$ cat src/rtl/rocket_unit.sv
// rocket_unit: single-rocket launcher/mover feeding the pixel renderer.
//
// Ports:
//   clk, reset            system/pixel clock; synchronous active-high reset
//   clk_1ms               one-cycle tick strobe, once per ms (clk domain)
//   fire                  debounced fire button level; launches on rising edge
//   ship_x                ship centre column
//   game_state            00 idle, 01 playing, 10 win, 11 lose
//   hit                   one-cycle strobe: rocket struck an asteroid
//   x, y                  current scan position
//   rocket_on             current pixel lies inside the rocket (combinational)
//   rgb_rocket            constant rocket colour
//   rocket_active         rocket is in flight
//   rocket_x, rocket_y    rocket left/top edge for collision logic
`timescale 1ns/1ps

module rocket_unit #(
  parameter int unsigned H_ACTIVE     = 640,
  parameter int unsigned SHIP_Y       = 440,
  parameter int unsigned ROCKET_W     = 4,
  parameter int unsigned ROCKET_H     = 12,
  parameter int unsigned STEP         = 4,
  parameter int unsigned COOLDOWN_MS  = 200,
  parameter logic [11:0] ROCKET_COLOR = 12'hF80
) (
  input  logic        clk,
  input  logic        reset,
  input  logic        clk_1ms,
  input  logic        fire,
  input  logic [9:0]  ship_x,
  input  logic [1:0]  game_state,
  input  logic        hit,
  input  logic [9:0]  x,
  input  logic [9:0]  y,
  output logic        rocket_on,
  output logic [11:0] rgb_rocket,
  output logic        rocket_active,
  output logic [9:0]  rocket_x,
  output logic [9:0]  rocket_y
);

  localparam int unsigned CW = (COOLDOWN_MS > 0) ? $clog2(COOLDOWN_MS + 1) : 1;

  localparam logic signed [11:0] HALF_W    = 12'(ROCKET_W / 2);
  localparam logic signed [11:0] MAX_X     = 12'(H_ACTIVE - ROCKET_W);
  localparam logic [9:0]         SPAWN_Y   = 10'(SHIP_Y - ROCKET_H);
  localparam logic [9:0]         STEP_V    = 10'(STEP);
  localparam logic [CW-1:0]      COOL_INIT = CW'(COOLDOWN_MS);
  localparam logic [10:0]        W_EXT     = 11'(ROCKET_W);
  localparam logic [10:0]        H_EXT     = 11'(ROCKET_H);

  typedef enum logic [1:0] {
    IDLE,
    FLIGHT,
    COOLDOWN
  } state_t;

  state_t          state_q;
  logic            fire_q;
  logic [9:0]      rx_q;
  logic [9:0]      ry_q;
  logic [CW-1:0]   cnt_q;

  logic            fire_rise;
  logic            playing;
  logic signed [11:0] spawn_s;
  logic [9:0]      spawn_x;
  logic [10:0]     xe, ye, rxe, rye;
  logic            in_x, in_y;

  assign fire_rise = fire & ~fire_q;
  assign playing   = (game_state == 2'b01);

  // Spawn column is centred on the ship, clamped so the whole rocket is on
  // screen; signed arithmetic so a ship near column 0 clamps instead of wrapping.
  always_comb begin
    spawn_s = $signed({2'b00, ship_x}) - HALF_W;
    if (spawn_s < 12'sd0) begin
      spawn_x = '0;
    end else if (spawn_s > MAX_X) begin
      spawn_x = MAX_X[9:0];
    end else begin
      spawn_x = spawn_s[9:0];
    end
  end

  always_ff @(posedge clk) begin
    if (reset) begin
      state_q <= IDLE;
      fire_q  <= 1'b0;
      rx_q    <= '0;
      ry_q    <= '0;
      cnt_q   <= '0;
    end else begin
      fire_q <= fire;
      unique case (state_q)
        IDLE: begin
          if (fire_rise && playing) begin
            state_q <= FLIGHT;
            rx_q    <= spawn_x;
            ry_q    <= SPAWN_Y;
          end
        end
        FLIGHT: begin
          if (!playing) begin
            state_q <= IDLE;
          end else if (hit) begin
            state_q <= COOLDOWN;
            cnt_q   <= COOL_INIT;
          end else if (clk_1ms) begin
            // Retire rather than step when the next move would go above row 0.
            if (ry_q < STEP_V) begin
              state_q <= COOLDOWN;
              cnt_q   <= COOL_INIT;
            end else begin
              ry_q <= ry_q - STEP_V;
            end
          end
        end
        COOLDOWN: begin
          if (!playing || (cnt_q == '0)) begin
            state_q <= IDLE;
          end else if (clk_1ms) begin
            cnt_q <= cnt_q - CW'(1);
          end
        end
        default: state_q <= IDLE;
      endcase
    end
  end

  // 11-bit compares so rocket_x + ROCKET_W cannot overflow at the right edge.
  assign xe   = {1'b0, x};
  assign ye   = {1'b0, y};
  assign rxe  = {1'b0, rx_q};
  assign rye  = {1'b0, ry_q};
  assign in_x = (xe >= rxe) && (xe < rxe + W_EXT);
  assign in_y = (ye >= rye) && (ye < rye + H_EXT);

  assign rocket_active = (state_q == FLIGHT);
  assign rocket_on     = rocket_active && in_x && in_y;
  assign rgb_rocket    = ROCKET_COLOR;
  assign rocket_x      = rx_q;
  assign rocket_y      = ry_q;

endmodule

$ cat config.mk
export PLATFORM = sky130hd
export DESIGN_NAME = rocket_unit
export DESIGN_NICKNAME = d
export VERILOG_FILES = /design/src/rtl/rocket_unit.sv
export SDC_FILE = /design/constraint.sdc
export NUM_CORES = 1
export LEC_CHECK = 0
export BUFFER_PORTS_ARGS = -buffer_cell sky130_fd_sc_hd__buf_4
export CAP_MARGIN = 20
export CORE_MARGIN = 4
export CORE_UTILIZATION = 30
export CTS_BUF_LIST = sky130_fd_sc_hd__clkbuf_4 sky130_fd_sc_hd__clkbuf_8 sky130_fd_sc_hd__clkbuf_16
export DETAILED_ROUTE_END_ITERATION = 6
export HOLD_SLACK_MARGIN = 0.15
export SLEW_MARGIN = 25
export SYNTH_ARGS = -nofsm -noshare
export SYNTH_HDL_FRONTEND = slang
export SYNTH_SLANG_ARGS = --single-unit
export TNS_END_PERCENT = 100
$ cat constraint.sdc
create_clock -name clk -period 4.78 [get_ports clk]
set_input_delay 0.239 -clock clk [delete_from_list [all_inputs] [get_ports clk]]
set_output_delay 0.239 -clock clk [all_outputs]
set_load 0.03 [all_outputs]
==> insert_results.sql <==
INSERT INTO impl_metrics (metric_group, metric, value, unit) VALUES
('pwr', 'peak_supply_drop', '0.0896', 'mV'),
('clocking', 'clock-root-buffer', 'clkbuf_8', ''),
('drt', 'totalWireLength', '6200', 'um'),
('drt', 'remaining_drc_errors', '0', ''),
('clocking', 'cts.sinks', '29', ''),
('sta', 'clock_skew', '6.75', 'ps'),
('floorplan', 'core-area', '8760', 'sq um'),
('synthesis', 'synthesis.area', '2720', 'sq um'),
('synthesis', 'yosys_synthesis_warning_count', '0', ''),
('global_route', 'wire_length_of_the_first_global_routing_pass', '10300', 'um'),
('sta', 'layout_worst_path_cycle_share', '0.615', ''),
('sta', 'finalSetupViolCount', '0', ''),
('clocking', 'htree_levels', '2', ''),
('worst_setup_path', 'critical_path_peak_fanout', '7', ''),
('synthesis', 'distinct_cell_type_count_after_synthesis', '57', ''),
('placement', 'globalplace.congestion', '0.826', ''),
('final_layout', 'mostFrequentLayoutCell', 'buf_4', ''),
('clocking', 'hold_buffers', '0', ''),
('drt', 'via_per_inst', '4.92', ''),
('clocking', 'worst_setup_hold_path_clk_slew', '60', 'ps'),
('floorplan', 'design.portCount', '71', ''),
('sta', 'timing.slew.headroom', '0.609', ''),
('synthesis', 'share_of_synthesized_area_occupied_by_flip_flops_and_latches', '0.213', ''),
('worst_setup_path', 'setup.worst_path.start', 'rocket_y[2]$_SDFFE_PP0P_', ''),
('drt', 'detailed_route_iter0_violations', '61', ''),
('clocking', 'cts_setup_buffers', '0', ''),
('sta', 'hold_violations', '0', ''),
('pwr', 'cellLeakagePower', '1.32', 'nW'),
('clocking', 'cts.path.max_buffers', '2', ''),
('final_layout', 'layout-drive-gt1-share', '0.195', ''),
('floorplan', 'floorplan.die.height', '103', 'um'),
('pwr', 'p_per_area', '192', 'nW/um^2'),
('worst_hold_path', 'hold_start', 'ship_x[1]', ''),
('synthesis', 'synth_enable_flop_cells', '0', ''),
('status', 'run_status', 'finished, final reports clean', ''),
('final_layout', 'fin_util', '0.372', ''),
('worst_setup_path', 'rr_startpoint', 'rocket_y[2]$_SDFFE_PP0P_', ''),
('sta', 'finalSetupTns', '0', 'ps'),
('sta', 'shortest_period_the_worst_path_allows', '2940', 'ps'),
('flow_run', 'drv.max_cap_violation_count', '0', ''),
('final_layout', 'fin_area', '3260', 'sq um'),
('worst_setup_path', 'worst_ep_required_time', '4540', 'ps'),
('floorplan', 'dieWidth', '103', 'um'),
('final_layout', 'layout-area-overhead-vs-synth', '19.8', '%'),
('global_route', 'grt_overflow', '0', ''),
('placement', 'port-buffer-count', '54', ''),
('sta', 'tightestPinTransition', '581', 'ps'),
('worst_setup_path', 'crit_chain', 'inv_1 > ha_1 > nor3_1 > xnor2_1 > ha_1 > a2111oi_0 > o21ai_0 > o311ai_0 > and4_1 > buf_4', ''),
('placement', 'place.detailed.instances', '485', ''),
('floorplan', 'initial_utilization', '0.311', ''),
('synthesis', 'asyncSetResetFlopFracSynth', '0', ''),
('final_layout', 'final_cell_count_no_fill', '493', ''),
('final_layout', 'num-nets-final', '460', ''),
('worst_setup_path', 'worst_setup_path_start_kind', 'flop', ''),
('synthesis', 'yosys_most_used_dff', 'dfxtp_1', ''),
('placement', 'dp_hpwl', '5280', 'um'),
('global_route', 'via_count_of_the_first_global_routing_pass', '2259', ''),
('final_layout', 'layout.cells.most_common_list', 'buf_4, ha_1, nor2_1', ''),
('synthesis', 'synth_cells', '330', ''),
('worst_setup_path', 'crit_end_element', 'output port', ''),
('clocking', 'cts.repair.resized', '0', ''),
('drt', 'first_pass_iters', '4', ''),
('floorplan', 'num_rows', '34', ''),
('clocking', 'clk_latency', '280', 'ps'),
('final_layout', 'antenna_cells', '0', ''),
('global_route', 'grt_antenna_before_repair', '0', ''),
('drt', 'via_count', '2426', ''),
('sta', 'clock.fmax', '0.340', 'GHz'),
('sta', 'rsz0062_at_grt', 'false', ''),
('worst_setup_path', 'timing.critical_path.arrival', '2700', 'ps'),
('global_route', 'grt.total_usage', '0.119', '');
## where the power goes
group	total, mW	switching (mW)	leakage, nW	internal [mW]
clock	0.200	0.0938	0.0484	0.106
sequential	0.258	0.00977	0.235	0.248
combinational	0.169	0.0988	1.03	0.0702
## final timing paths
path	end	depth (start not counted)	slack [ps]
min	rocket_x[1]$_SDFFE_PP0P_	2	160
max reg2reg	rocket_y[7]$_SDFFE_PP0P_	8	2380
min reg2reg	cnt_q[1]$_SDFFE_PP0P_	2	460
max	rocket_on	10	1840
## routing by layer
metal	wire (um)	GRT usage	up-vias
met4	55	0.0269	0
li1	-	-	1267
met5	0	0	-
met2	2840	0.194	49
met3	364	0.0262	6
met1	2940	0.161	1104
## Yosys cell counts, types with 4 or more instances
| cell | instances | share of area |
|---|---|---|
| nor2b_1 | 4 | 0.0092 |
| a211oi_1 | 10 | 0.028 |
| ha_1 | 39 | 0.18 |
| o21ai_0 | 14 | 0.026 |
| nor2_1 | 30 | 0.041 |
| nand2b_1 | 6 | 0.014 |
| nor3_1 | 15 | 0.028 |
| xnor2_1 | 20 | 0.064 |
| or3_1 | 6 | 0.014 |
| a21oi_1 | 15 | 0.028 |
| dfxtp_1 | 29 | 0.21 |
| buf_4 | 14 | 0.039 |
| o21ai_1 | 4 | 0.0074 |
| xor2_1 | 6 | 0.019 |
| nand3_1 | 9 | 0.017 |
| nor4_1 | 4 | 0.0092 |
| nand2_1 | 21 | 0.029 |
| inv_1 | 29 | 0.040 |
## layout make-up
| class | instances | area, sq um |
|---|---|---|
| Clock buffer | 6 | 76.3 |
| Clock inverter | 2 | 10.0 |
| Fill cell | 908 | 5500 |
| Inverter | 29 | 109 |
| Multi-Input combinational cell | 265 | 1950 |
| Sequential cell | 29 | 581 |
| Tap cell | 108 | 135 |
| Timing Repair Buffer | 54 | 405 |
## worst register-to-register path, stage by stage, from the launching register on
cell       delay, ps
dfxtp_1          450
inv_1            100
ha_1             300
nor3b_2          230
a2111oi_4        630
nand2_2          150
nor4_2           190
xnor2_1          150
a21oi_1           80
## sequential cells by signal (all words and copies together) (netlist names)
signal / count
rocket_y: 8
fire_q: 1
rocket_x: 10
cnt_q: 8
state_q: 2
## kinds of logic (layout without fill, tap and decap cells)
family | count (synthesis) | after routing | share of synthesized area
simple gates | 112 | 112 | 0.232
compound gates | 72 | 72 | 0.193
buf+inv | 48 | 91 | 0.0887
fa+ha+maj | 39 | 39 | 0.179
flops | 29 | 29 | 0.213
xor+xnor | 26 | 26 | 0.0836
other cells | 2 | 14 | 0.00276
mux | 2 | 2 | 0.00735
## through the flow
stage	setup WS (ps)	hold WS [ps]
after floorplan	2130	336
after global placement	2150	453
after detailed placement	2090	454
after CTS	1780	160
after global routing	1580	157
final	1840	163
(Power assumes the default switching activity.)
